## config.mk

```make
export PLATFORM = sky130hd
export DESIGN_NAME = fifo_drain_ctrl_flat
export DESIGN_NICKNAME = d
export VERILOG_FILES = /design/src/rtl/fifo_pkg.sv /design/src/rtl/fifo_drain_ctrl_if.sv /design/src/rtl/fifo_skid2.sv /design/src/rtl/fifo_drain_ctrl.sv /design/src/flat_wrapper.sv
export SDC_FILE = /design/constraint.sdc
export NUM_CORES = 1
export LEC_CHECK = 0
export ABC_CLOCK_PERIOD_IN_PS = 4300
export CORE_UTILIZATION = 30
export DETAILED_ROUTE_END_ITERATION = 8
export PLACE_DENSITY = 0.61
export SKIP_CTS_REPAIR_TIMING = 1
export SLEW_MARGIN = 20
export SYNTH_ARGS = -nofsm -noshare
export SYNTH_HDL_FRONTEND = slang
export SYNTH_HIERARCHICAL = 1
export SYNTH_SLANG_ARGS = --single-unit
```

## constraint.sdc

```tcl
create_clock -name clk -period 4.3 [get_ports clk]
set_input_delay 0.43 -clock clk [delete_from_list [all_inputs] [get_ports clk]]
set_output_delay 0.43 -clock clk [all_outputs]
set_load 0.02 [all_outputs]
```

## src/rtl/fifo_pkg.sv

```systemverilog
// Shared definitions for the FIFO drain controller: data width, FIFO depth,
// drain FSM encoding and a counter-width helper.
package fifo_pkg;

    localparam int unsigned FIFO_WIDTH = 16;
    localparam int unsigned FIFO_DEPTH = 16;

    localparam logic [1:0] S_IDLE  = 2'd0;
    localparam logic [1:0] S_RUN   = 2'd1;
    localparam logic [1:0] S_DRAIN = 2'd2;

    typedef enum logic [1:0] {
        IDLE  = S_IDLE,
        RUN   = S_RUN,
        DRAIN = S_DRAIN
    } drain_state_e;

    function automatic int unsigned cnt_width(input int unsigned n);
        return (n > 1) ? $clog2(n) : 1;
    endfunction

endpackage

```

## src/rtl/fifo_drain_ctrl_if.sv

```systemverilog
// FIFO read side and output stream of the drain controller, bundled together.
interface fifo_drain_ctrl_if #(
    parameter int unsigned W = fifo_pkg::FIFO_WIDTH
);

    logic         fifo_rd_en;
    logic [W-1:0] fifo_data_out;
    logic         fifo_empty;
    logic         fifo_underflow;
    logic [W-1:0] m_data;
    logic         m_valid;
    logic         m_ready;
    logic         m_last;

    modport master (
        output fifo_rd_en, m_data, m_valid, m_last,
        input  fifo_data_out, fifo_empty, fifo_underflow, m_ready
    );

    modport slave (
        input  fifo_rd_en, m_data, m_valid, m_last,
        output fifo_data_out, fifo_empty, fifo_underflow, m_ready
    );

endinterface

```

## src/rtl/fifo_skid2.sv

```systemverilog
// Two-entry in-order skid buffer; entry 0 is always the oldest word.
module fifo_skid2 #(
    parameter int unsigned W = fifo_pkg::FIFO_WIDTH
) (
    input  logic         clk,
    input  logic         rst_n,
    input  logic         push,
    input  logic         pop,
    input  logic [W-1:0] din,
    output logic [W-1:0] dout,
    output logic [1:0]   count
);

    logic [W-1:0] ent0_q, ent0_d;
    logic [W-1:0] ent1_q, ent1_d;
    logic [1:0]   count_q, count_d;

    always_comb begin
        ent0_d  = ent0_q;
        ent1_d  = ent1_q;
        count_d = count_q;
        case ({push, pop})
            2'b10: begin
                if (count_q == 2'd0) ent0_d = din;
                else                 ent1_d = din;
                count_d = count_q + 2'd1;
            end
            2'b01: begin
                ent0_d  = ent1_q;
                count_d = count_q - 2'd1;
            end
            2'b11: begin
                // simultaneous push/pop: shift when full, else replace the head
                if (count_q == 2'd2) begin
                    ent0_d = ent1_q;
                    ent1_d = din;
                end else begin
                    ent0_d = din;
                end
            end
            default: ;
        endcase
    end

    always_ff @(posedge clk or negedge rst_n) begin
        if (!rst_n) begin
            ent0_q  <= '0;
            ent1_q  <= '0;
            count_q <= '0;
        end else begin
            ent0_q  <= ent0_d;
            ent1_q  <= ent1_d;
            count_q <= count_d;
        end
    end

    assign dout  = ent0_q;
    assign count = count_q;

endmodule

```

## src/rtl/fifo_drain_ctrl.sv

```systemverilog
// FIFO drain controller: fetches words from a FIFO into a skid buffer and
// streams them out with valid/ready, marking frame boundaries with m_last.
module fifo_drain_ctrl #(
    parameter int unsigned FIFO_WIDTH = fifo_pkg::FIFO_WIDTH,
    parameter int unsigned FRAME_LEN  = 4
) (
    input  logic              clk,
    input  logic              rst_n,
    input  logic              en,
    fifo_drain_ctrl_if.master bus,
    output logic              busy,
    output logic              err_underflow
);

    import fifo_pkg::*;

    localparam int unsigned   CW        = cnt_width(FRAME_LEN);
    localparam logic [CW-1:0] LAST_BEAT = CW'(FRAME_LEN - 1);

    drain_state_e          state_q, state_d;
    logic                  in_flight_q, in_flight_d;
    logic                  err_q, err_d;
    logic [CW-1:0]         beat_q, beat_d;
    logic                  push, pop, last;
    logic [1:0]            count;
    logic [2:0]            outstanding;
    logic [FIFO_WIDTH-1:0] dout;

    fifo_skid2 #(.W(FIFO_WIDTH)) u_skid (
        .clk   (clk),
        .rst_n (rst_n),
        .push  (push),
        .pop   (pop),
        .din   (bus.fifo_data_out),
        .dout  (dout),
        .count (count)
    );

    always_comb begin
        pop  = (count != 2'd0) && bus.m_ready;
        push = in_flight_q && !bus.fifo_underflow;
        last = (count != 2'd0) && (beat_q == LAST_BEAT);
        // words still held or returning once this cycle's pop has left
        outstanding = {1'b0, count} + {2'b00, in_flight_q} - {2'b00, pop};
        in_flight_d = (state_q == RUN) && !bus.fifo_empty && (outstanding < 3'd2);
        err_d = err_q || (in_flight_q && bus.fifo_underflow);

        beat_d = beat_q;
        if (pop) beat_d = last ? '0 : beat_q + CW'(1);

        state_d = state_q;
        case (state_q)
            IDLE:    if (en) state_d = RUN;
            RUN:     if (!en) state_d = DRAIN;
            DRAIN: begin
                if (en)                                     state_d = RUN;
                else if ((count == 2'd0) && !in_flight_q)   state_d = IDLE;
            end
            default: state_d = IDLE;
        endcase
    end

    always_ff @(posedge clk or negedge rst_n) begin
        if (!rst_n) begin
            state_q     <= IDLE;
            in_flight_q <= 1'b0;
            err_q       <= 1'b0;
            beat_q      <= '0;
        end else begin
            state_q     <= state_d;
            in_flight_q <= in_flight_d;
            err_q       <= err_d;
            beat_q      <= beat_d;
        end
    end

    assign bus.fifo_rd_en = in_flight_d;
    assign bus.m_data     = dout;
    assign bus.m_valid    = (count != 2'd0);
    assign bus.m_last     = last;
    assign busy           = (state_q != IDLE);
    assign err_underflow  = err_q;

endmodule
```

## src/flat_wrapper.sv

```systemverilog
// flat-port wrapper written by rule: the top's interface ports become plain ports
module fifo_drain_ctrl_flat import fifo_pkg::*;
#(
    parameter int unsigned FIFO_WIDTH = fifo_pkg::FIFO_WIDTH,
    parameter int unsigned FRAME_LEN  = 4
)
  (clk, rst_n, en, busy, err_underflow, bus_fifo_rd_en, bus_m_data, bus_m_valid, bus_m_last, bus_fifo_data_out, bus_fifo_empty, bus_fifo_underflow, bus_m_ready);
  fifo_drain_ctrl_if bus_i ();
  input  logic clk;
  input  logic rst_n;
  input  logic en;
  output logic busy;
  output logic err_underflow;
  output wire logic [$bits(bus_i.fifo_rd_en)-1:0] bus_fifo_rd_en;
  output wire logic [$bits(bus_i.m_data)-1:0] bus_m_data;
  output wire logic [$bits(bus_i.m_valid)-1:0] bus_m_valid;
  output wire logic [$bits(bus_i.m_last)-1:0] bus_m_last;
  input wire logic [$bits(bus_i.fifo_data_out)-1:0] bus_fifo_data_out;
  input wire logic [$bits(bus_i.fifo_empty)-1:0] bus_fifo_empty;
  input wire logic [$bits(bus_i.fifo_underflow)-1:0] bus_fifo_underflow;
  input wire logic [$bits(bus_i.m_ready)-1:0] bus_m_ready;
  assign bus_fifo_rd_en = bus_i.fifo_rd_en;
  assign bus_m_data = bus_i.m_data;
  assign bus_m_valid = bus_i.m_valid;
  assign bus_m_last = bus_i.m_last;
  assign bus_i.fifo_data_out = bus_fifo_data_out;
  assign bus_i.fifo_empty = bus_fifo_empty;
  assign bus_i.fifo_underflow = bus_fifo_underflow;
  assign bus_i.m_ready = bus_m_ready;
  fifo_drain_ctrl #(.FIFO_WIDTH(FIFO_WIDTH), .FRAME_LEN(FRAME_LEN)) u_core (.clk(clk), .rst_n(rst_n), .en(en), .bus(bus_i), .busy(busy), .err_underflow(err_underflow));
endmodule
```

==> reports/results.ini <==
[final_layout]
regArea_um2 = 1001
layout-area-overhead-vs-synth_pct = 28.77
layout.cells.most_common = clkdlybuf4s50_1
finalNonFillerCells = 270
drive_gt1_share_pct = 14.87
layout_common_cells = 41 x clkdlybuf4s50_1, 40 x dfrtp_1, 17 x a311oi_1
antenna_cells = 0
final_nets = 223
fill_cells = 599
multi_input_comb_area_um2 = 854.6

[placement]
finalWeightedCongestion = 0.7398
io_buffer_count = 42
hpwl_um = 2839
post-place-cells = 262

[timing]
timing.final.hold_violations = 0
setup_violations = 0
tightestPinTransition_ps = 890.7
rsz0062_at_grt = false
timing.setup.tns_ps = 0
finalMaxSlewViolations = 0
maxClockFrequency_ghz = 0.2716
post-route-min-period_ps = 3682
post-route-period-util_pct = 85.63
slew_headroom_pct = 40.43
timing.clock.skew_ps = 11.41

[synth]
post_synth_num_cell_types = 31
netlist_top_cells_area = dfrtp_1 51%, mux2_2 9.2%, a311oi_1 7.6%, a2bb2oi_1 7.2%, o21ai_0 4.1%
ys_warn_count = 6
postSynthRegisterBits = 40
share_of_the_synthesized_area_in_the_top_cell_type_pct = 51.38
synth_sequential_area_ratio_pct = 51.38
netlist.top_cell.by_area = dfrtp_1
postSynthAreaPerCell_um2 = 12.33
postSynthCellCount = 158
synth_fp_nets = 187
synthesis.area_um2 = 1948

[floorplan]
floorplan.die.width_um = 82.59
boundaryPins = 43
fp.dieArea_um2 = 6820
row_count = 28
floorplan.die.height_um = 82.59
fp.coreArea_um2 = 6096
initial_core_util_pct = 31.96

[worst_setup_path]
cp_max_fo = 10
timing.critical_path.arrival_ps = 3250
required_worst_endpoint_ps = 3870
critical_path.endpoint_type = primary output
worst_setup_path_start_kind = register
critical_setup_path_class = reg2out
worst_r2r_path_depth = 6
worst-r2r-setup-slack_ps = 1510

[drt]
finalWirelength_um = 4575
route.vias.total = 1411
dr.pass1.iters = 4
post_drt_via_cell_ratio = 5.226
drcViolationCount = 0
antenna_left = 0
detailedRoute.firstIterationViolations = 73
routedWlPerCell_um = 16.94

[flow_run]
max_capacitance_violation_total = 0

[clock_network]
h_tree_depth = 2
cts.path.max_buffers = 2
worst_setup_hold_path_clk_slew_ps = 90
cts.sinks = 40
clkLatencyLatePin_ps = 290
cts_tree = done
total_cts_buffers = 5
cts-root-buf = clkbuf_8

[grt]
grt_pass1_vias = 1497
globalRouteTotalUtil_pct = 15.08
global_route_wire_length_before_repair_um = 7479
number_of_antenna_violations_at_the_first_check_in_global_routing = 0
grt_start_max_net_pins = 41
congestion_overflow_gr = 0

[min_path]
worstHoldPathType = in2async

[power_and_ir_drop]
power-per-cell-area_nw_per_um2 = 725.8
p_leak_nw = 1.006
highest_ir_drop_seen_on_vdd_mv = 0.2969

[run_status]
outcome = completed

==> state kept, by name, summed over array words and instances (netlist names) <==
signal	cells
u_core/state_q	2
u_core/u_skid/dout	16
u_core/in_flight_q	1
u_core/u_skid/count	2
u_core/u_skid/ent1_q	16
u_core/beat_q	2
u_core/err_underflow	1
==> layer usage <==
layer,vias up,routed length [µm],GRT usage [%]
met4,0,74,5.690
li1,670,-,-
met3,8,232,4.176
met2,44,2056,23.55
met1,689,2211,19.80
met5,-,0,0
==> worst max-delay path: stages, from the launching register on <==
cell	delay, ps
dfrtp_1	530
o21ai_2	260
inv_1	120
ha_1	300
nand2b_1	150
fa_1	380
xor2_1	170
nor4b_1	380
clkdlybuf4s50_1	670
==> per-stage QoR <==
step / util, % / instance area [µm²] / setup slack [ps] / hold slack (ps) / total power, W
floorplan: - / 1948 / 1302 / 134.4 / 0.001198
detailed placement: 39.16 / 2387 / 739.5 / 463.3 / 0.001504
finish: 41.15 / 2509 / 618.0 / 261.8 / 0.001821
global route: 41.15 / 2509 / 389.2 / 328.8 / 0.001956
global placement: 39.16 / 2387 / 774.9 / 439.1 / 0.001486
CTS: 41.15 / 2509 / 584.5 / 302.5 / 0.001836
==> cells in the mapped netlist <==
master,count
nand2_1,1
buf_4,2
ha_1,6
dfrtp_1,40
mux2_2,16
a211oi_4,1
nand2b_1,3
or2_1,1
nor2b_1,1
buf_6,1
o21ai_0,16
xnor2_1,2
clkbuf_1,4
and3b_1,1
a2bb2oi_1,16
a21o_1,1
inv_1,6
xor2_1,3
nand3b_1,1
a311oi_1,17
buf_1,1
buf_2,5
nor4b_1,1
nor2_1,4
o21ai_2,1
mux2_1,2
nor2_2,1
nor2_4,1
o21a_1,1
a21boi_0,1
fa_1,1
==> worst paths after layout <==
path	from	to
worst max-delay path	u_core/u_skid/count[0]$_DFFE_PN0P_	bus_fifo_rd_en
worst min-delay path	rst_n	u_core/u_skid/ent1_q[10]$_DFFE_PN0P_
worst max register to register	u_core/u_skid/count[0]$_DFFE_PN0P_	u_core/u_skid/dout[1]$_DFFE_PN0P_
worst min register to register	u_core/err_underflow$_DFF_PN0_	u_core/err_underflow$_DFF_PN0_
max in group asynchronous	rst_n	u_core/u_skid/ent1_q[12]$_DFFE_PN0P_
min in group clk	u_core/err_underflow$_DFF_PN0_	u_core/err_underflow$_DFF_PN0_
==> kinds of logic after synthesis <==
group	share of synthesized area [%]
AOI/OAI and AO/OA	21.58
DFF	51.38
buffers and inverters	4.752
muxes	10.40
and+or+nand+nor	4.753
adders and majority gates	4.881
xor gates and xnor gates	2.248
==> cell type report <==
class                      count  share of cell area [%]
sequential                    40                   39.90
multi-input combinational     99                   34.06
timing repair buffer          42                   16.56
tap                           75                   3.741
clock buffer                   6                   3.292
clock inverter                 2                   1.546
inverter                       6                  0.8978
==> power by group <==
part | total, W | switching [W] | internal [W]
logic | 0.000818 | 0.000391 | 0.000427
clock network | 0.000326 | 0.000136 | 0.000190
registers | 0.000677 | 0.000122 | 0.000555
total | 0.00182 | 0.000649 | 0.00117
Power figures use the tool's default switching activity.
